### config.mk
export PLATFORM = sky130hd
export DESIGN_NAME = minterm_func_unit
export DESIGN_NICKNAME = d
export VERILOG_FILES = /design/src/rtl/minterm_func_unit.sv
export SDC_FILE = /design/constraint.sdc
export NUM_CORES = 1
export LEC_CHECK = 0
export ABC_AREA = 0
export CORE_MARGIN = 2
export CORE_UTILIZATION = 47
export CTS_CLUSTER_DIAMETER = 150
export DETAILED_ROUTE_END_ITERATION = 8
export GPL_ROUTABILITY_DRIVEN = 0
export PLACE_DENSITY = 0.73
export SYNTH_ARGS = -nofsm -noshare
export SYNTH_HDL_FRONTEND = slang
export SYNTH_SLANG_ARGS = --single-unit
### constraint.sdc
create_clock -name clk -period 1.9 [get_ports clk]
set_clock_uncertainty 0.05 [all_clocks]
set_input_delay 0.38 -clock clk [delete_from_list [all_inputs] [get_ports clk]]
set_output_delay 0.38 -clock clk [all_outputs]
set_load 0.005 [all_outputs]
### src/rtl/minterm_func_unit.sv
// Minterm function unit: N_FUNC programmable boolean functions of N_IN inputs,
// each stored as a 2**N_IN-bit minterm mask. It can evaluate one input vector
// per request, or sweep the whole truth table through the same output register.
module minterm_func_unit #(
  parameter int N_IN   = 3,
  parameter int N_FUNC = 3,
  localparam int SEL_W = (N_FUNC > 1) ? $clog2(N_FUNC) : 1,
  localparam int DEPTH = 2 ** N_IN
) (
  input  logic              clk,
  input  logic              rst_n,
  input  logic              cfg_valid,
  output logic              cfg_ready,
  input  logic [SEL_W-1:0]  cfg_sel,
  input  logic [DEPTH-1:0]  cfg_mask,
  input  logic              in_valid,
  output logic              in_ready,
  input  logic [N_IN-1:0]   in_data,
  output logic              out_valid,
  input  logic              out_ready,
  output logic [N_FUNC-1:0] out_f,
  output logic [N_IN-1:0]   out_idx,
  input  logic              sweep_start,
  output logic              sweep_busy,
  output logic              sweep_done
);

  typedef enum logic [1:0] {IDLE, SWEEP, DONE} state_t;

  state_t              state;
  logic [DEPTH-1:0]    mask [N_FUNC];
  logic                out_valid_q;
  logic [N_FUNC-1:0]   out_f_q;
  logic [N_IN-1:0]     out_idx_q;
  logic [N_IN-1:0]     cnt;

  logic                cfg_fire;
  logic                in_fire;
  logic                sweep_go;
  logic [N_IN-1:0]     cnt_next;
  logic [N_FUNC-1:0]   eval_f;
  logic [N_FUNC-1:0]   sweep_f;

  // Status and handshake outputs are decoded from registered state only.
  assign sweep_busy = (state == SWEEP);
  assign sweep_done = (state == DONE);
  assign cfg_ready  = !sweep_busy;
  assign in_ready   = !sweep_busy && !sweep_done && (!out_valid_q || out_ready);
  assign out_valid  = out_valid_q;
  assign out_f      = out_f_q;
  assign out_idx    = out_idx_q;

  assign cfg_fire = cfg_valid && cfg_ready;
  assign in_fire  = in_valid && in_ready;
  // An evaluation accepted in the same cycle wins over a sweep request, so an
  // accepted handshake is never dropped; the sweep request is simply not taken.
  assign sweep_go = (state == IDLE) && sweep_start && !out_valid_q && !in_fire;

  // Look up every function at the requested vector and at the next sweep index,
  // using the masks as they stand before any write landing on this edge.
  always_comb begin
    cnt_next = (state == IDLE) ? '0 : cnt + N_IN'(1);
    eval_f   = '0;
    sweep_f  = '0;
    for (int k = 0; k < N_FUNC; k++) begin
      eval_f[k]  = mask[k][in_data];
      sweep_f[k] = mask[k][cnt_next];
    end
  end

  // Mask storage; a select beyond the last function matches no entry and is dropped.
  always_ff @(posedge clk or negedge rst_n) begin
    if (!rst_n) begin
      for (int k = 0; k < N_FUNC; k++) mask[k] <= '0;
    end else begin
      for (int k = 0; k < N_FUNC; k++) begin
        if (cfg_fire && (int'(cfg_sel) == k)) mask[k] <= cfg_mask;
      end
    end
  end

  // Control FSM owning the single result register for both evaluations and sweeps.
  always_ff @(posedge clk or negedge rst_n) begin
    if (!rst_n) begin
      state       <= IDLE;
      cnt         <= '0;
      out_valid_q <= 1'b0;
      out_f_q     <= '0;
      out_idx_q   <= '0;
    end else begin
      case (state)
        IDLE: begin
          if (in_fire) begin
            out_valid_q <= 1'b1;
            out_idx_q   <= in_data;
            out_f_q     <= eval_f;
          end else if (sweep_go) begin
            state       <= SWEEP;
            cnt         <= '0;
            out_valid_q <= 1'b1;
            out_idx_q   <= '0;
            out_f_q     <= sweep_f;
          end else if (out_ready) begin
            out_valid_q <= 1'b0;
          end
        end
        SWEEP: begin
          if (out_ready) begin
            if (cnt == N_IN'(DEPTH - 1)) begin
              state       <= DONE;
              out_valid_q <= 1'b0;
            end else begin
              cnt       <= cnt_next;
              out_idx_q <= cnt_next;
              out_f_q   <= sweep_f;
            end
          end
        end
        DONE: begin
          state <= IDLE;
        end
        default: begin
          state       <= IDLE;
          out_valid_q <= 1'b0;
        end
      endcase
    end
  end

endmodule

Yosys cells after proc, flatten, opt, wreduce, memory -nomap -nowiden
Cells that the tools add are included.
- register bits: 36
- input port bits: 19
- output and inout bits: 11
- logic and storage cells: 82
- add/subtract/negate cells: 1
- order comparisons: 2
- equal/unequal tests: 12
- mux-type cells: 36
- bitwise gates (word level): 1
- reductions and logical operators: 22
- operators with widths (cell ; count):
    2-to-1 mux 3 bit ; 10
    binary-select mux 1 bit (select 3 bit) ; 6
    case mux 3 bit (2 select lines) ; 3
    AND reduction 4 bit ; 3
    2-to-1 mux 1 bit ; 11
    logical AND 1 bit ; 10
    less-than comparator 3 x 4 -> 1 bit (second input constant) ; 2
    2-to-1 mux 2 bit ; 4
    != test 2 bit (second input constant) ; 4
    equality test 2 bit (second input constant) ; 3
    AND reduction 5 bit ; 1
    logical NOT 1 bit ; 4
    logical NOT 2 bit ; 2
    != test 4 bit (second input constant) ; 1
    case mux 2 bit (2 select lines) ; 1
    adder 3 x 1 -> 3 bit (second input constant) ; 1
    equality test 3 bit (second input constant) ; 1
    != test 3 bit (second input constant) ; 1
    case mux 1 bit (3 select lines) ; 1
    equality test 2 x 1 -> 1 bit (second input constant) ; 1
    != test 2 x 1 -> 1 bit (second input constant) ; 1
    nonzero test 2 bit ; 1
    logical OR 1 bit ; 1
    inverter 1 bit ; 1

Longest topological paths before layout
- word-level depth: 10
- depth in mapped cells: 9
- depth with buffers taken out: 7

Worst setup path after synthesis
Ideal clock, no wire load.
- path kind: reg2reg
- start: reg state[0]
- end: reg out_f_q[0] (netlist: out_f[0])
- setup time: 0.082 ns
- data arrival time: 1.732 ns
- data required time: 1.768 ns
- slack: 0.036 ns
- stages on the path, launching flop included: 8
- path buffers: 1
- clock period less this slack: 1.864 ns
- cell sequence: dfrtp_1 -> inv_1 -> ha_1 -> or4_1 -> buf_2 -> a21oi_1 -> nand3_1 -> a31oi_1
- word-level cells in the longest chain between the ends: 9
- elaborated cells between the ends (all ways): 25
- classes of those cells: eq/ne: 5; mux: 8; reduce/logical: 12
- ends and longest elaborated chain (item ; line ; text):
    start: declaration ; 30 ; state_t state;
    start signal: assignment ; 85 ; state <= IDLE;
    start signal: assignment ; 98 ; state <= SWEEP;
    start signal: assignment ; 110 ; state <= DONE;
    branches (longest 9 deep; another with 2-to-1 mux 3 bit) ; - ;
    end signal: assignment ; 96 ; out_f_q <= eval_f;
    end signal: assignment ; 102 ; out_f_q <= sweep_f;
    end signal: assignment ; 115 ; out_f_q <= sweep_f;
    end: declaration ; 33 ; logic [N_FUNC-1:0] out_f_q;
Parallel ways; which one is timed is not known. The select of a mux whose other input is x is not followed.
A chain may end at the register's enable or synchronous reset.

Final worst setup path
Ends and elaborated chain as after synthesis.

==> flow_summary.toml <==
[outcome]
run_status = "completed"

[yosys]
yosysSeqAreaShare_pct = 43.93
post_synth.cell_area_avg_um2 = 11.08
yosysWarnings = 0
yosys-top-cells-count = "dfrtp_1, mux2_2, mux2i_1"
yosysTopAreaCell = "dfrtp_1"
netlist_area_um2 = 2051
yosys.cell_count.top_type = "dfrtp_1"
syn_nets = 210
synth_area_leaders = "dfrtp_1, mux2_2, mux2i_1"
synth_ff_type = "dfrtp_1"
synth-seq-cells = 36
synth_edf_count = 0
async_flop_share_pct = 100.0
yosysTopAreaCellShare_pct = 43.93
synthDistinctLibCells = 32
syn_inst = 185

[cells_and_area]
area_growth_pct = 35.27
ff_latch_area_um2 = 900.9
final_util_pct = 65.05
n_fill_cell = 335
nNetsFinal = 264
multi_input_area_um2 = 1182
antenna_cells = 0
drive_above_1_share_pct = 34.73

[grt]
grt_use_total_pct = 21.44
grt_antenna_before_repair = 0
grt_pass1_wl_um = 8190
grt_pass1_vias = 1620
grt_max_degree = 37
grt_overflow = 0

[floorplanning]
core-area_um2 = 4264
die_h_um = 70.06
rows = 24
io_pins = 30
die-area_um2 = 4908
chipWidth_um = 70.06
start_util_pct = 48.09

[cts]
cts_tree = "yes"
htree_num_levels = 2
cts_sinks = 36
numCtsBuffers = 5
path_clk_slew_ps = 70
clk_latency_ps = 280
clockRootBuffer = "clkbuf_8"
cts_max_path_buffers = 2

[sta]
finalCritPeriodShare_pct = 97.33
tightest_slew_ps = 474.8
hold_viol_final = 0
rsz0062_at_grt = "true"
worst_slack_ps = 50.78
finalMaxSlewViolations = 0
slew_headroom_pct = 68.34
fin_crit_ps = 1849
fmax_mhz = 540.8
whs_ps = 462.2
finalSetupTns_ps = 0
report.final.setup_viol = 0

[route]
antenna_left = 0
drt_iter0_drc = 107
wl_per_cell_um = 17.09
vias = 1719
drcViolationCount = 0
routed_wl_um = 4973
first_pass_iters = 4
vias_per_cell = 5.907

[hold_path]
hold_class = "in -> async"

[placement]
port_buffers = 29
dp_worst_setup_slack_ps = -149.8
hpwlAfterDp_um = 3509

[worst_setup_path]
criticalPathCategory = "reg -> reg"
rr_worst_depth = 8
r2r_start = "state[0]"
arrival_ps = 1970
cp-end-kind = "flop"
path_max_fanout = 6
cp.required_ps = 2020
rr_endpoint = "out_f[0]"
critPathLaunchType = "flop"
rrSetupSlack_ps = 50

[pwr]
cellPowerDensity_nw_per_um2 = 1614
vdd_drop_max_mv = 0.6932
p_leak_nw = 1.166

[run]
maxCapViolCount = 0
==> through the flow <==
| stage | total power [mW] | cell area (µm²) | cells |
|---|---|---|---|
| 2_1_floorplan | 2.674 | 2051 | 185 |
| 3_3_place_gp | 3.512 | 2525 | 277 |
| 3_5_place_dp | 3.575 | 2525 | 277 |
| 4_1_cts | 4.206 | 2664 | 287 |
| 5_1_grt | 4.801 | 2774 | 291 |
| 6_report | 4.476 | 2774 | 291 |
==> worst max-delay path by stage <==
stage                     to  slack [ps]       from
CTS                 out_f[2]          -4   state[0]
global route        out_f[2]         -20   state[0]
detailed placement  out_f[2]        -150   in_valid
global placement    out_f[2]         -90  out_ready
finish              out_f[0]          50   state[0]
floorplan           out_f[0]          40   state[0]
==> placed cells by master (no fill, tap or decap), types with 2 or more instances in the layout <==
cell / synthesis / layout
clkdlybuf4s50_1: 0 / 25
a21oi_2: 1 / 5
nor2_1: 12 / 9
dlygate4sd2_1: 0 / 2
ha_1: 6 / 2
a22oi_1: 9 / 9
o41ai_1: 3 / 3
mux2_2: 24 / 24
mux2i_1: 18 / 18
buf_2: 8 / 2
ha_4: 0 / 4
nor2_2: 0 / 2
nand2b_1: 2 / 2
o221ai_1: 6 / 6
nand3_1: 9 / 9
a21oi_1: 17 / 13
clkbuf_8: 0 / 5
buf_6: 1 / 4
a31oi_1: 3 / 2
nor2b_1: 4 / 4
and4bb_4: 0 / 2
inv_1: 4 / 2
o21ai_0: 5 / 5
dfrtp_1: 36 / 36
buf_4: 0 / 23
==> layout make-up <==
cell class                 count  share of cell area, %
inverter                       4                 0.7217
clock inverter                 1                 0.1804
clock buffer                   6                  2.616
sequential                    36                  32.48
tap                           52                  2.346
multi-input combinational    134                  42.63
timing repair buffer          58                  19.03
==> flip-flops by register name, indices dropped and copies added, names as in the netlist <==
register,flops
cnt,3
mask,24
out_valid,1
out_f,3
state,2
out_idx,3
==> critical path, stage by stage (launching register included) <==
cell     delay [ps]
dfrtp_1         390
buf_6           130
inv_6            60
ha_4            200
buf_6           120
o31a_1          290
a21oi_2         180
buf_2           200
a31oi_2         100
==> metal layers <==
layer	GRT usage [%]	part of all wire, %
met5	0	0
met4	5.983	1.4
met3	4.762	4.9
met2	35.56	49
met1	28.34	44
==> where the power goes <==
part	internal, mW	switching (mW)	leakage [nW]	total, mW
combinational	1.38	1.14	0.692	2.52
sequential	1.13	0.314	0.433	1.45
clock	0.249	0.264	0.0410	0.513
==> what timing repair did <==
action                                  CTS  global route
hold buffers                              0             0
endpoints found under the setup margin    9            26
setup buffers                             3             3
endpoints found under the hold margin     0             0
pin swaps                                 2            11
gates resized for setup                  16            21
cloned                                    0             1
==> cells by family (layout without fill, tap and decap cells) <==
logic type / count (synthesis) / count (layout) / synth area share (%)
simple gates: 38 / 38 / 11.29
buf+inv: 15 / 69 / 3.600
mux: 42 / 42 / 21.96
compound gates: 48 / 48 / 15.56
flops: 36 / 36 / 43.93
fa+ha+maj: 6 / 6 / 3.661
No activity file was read; power rests on OpenSTA's default activity.
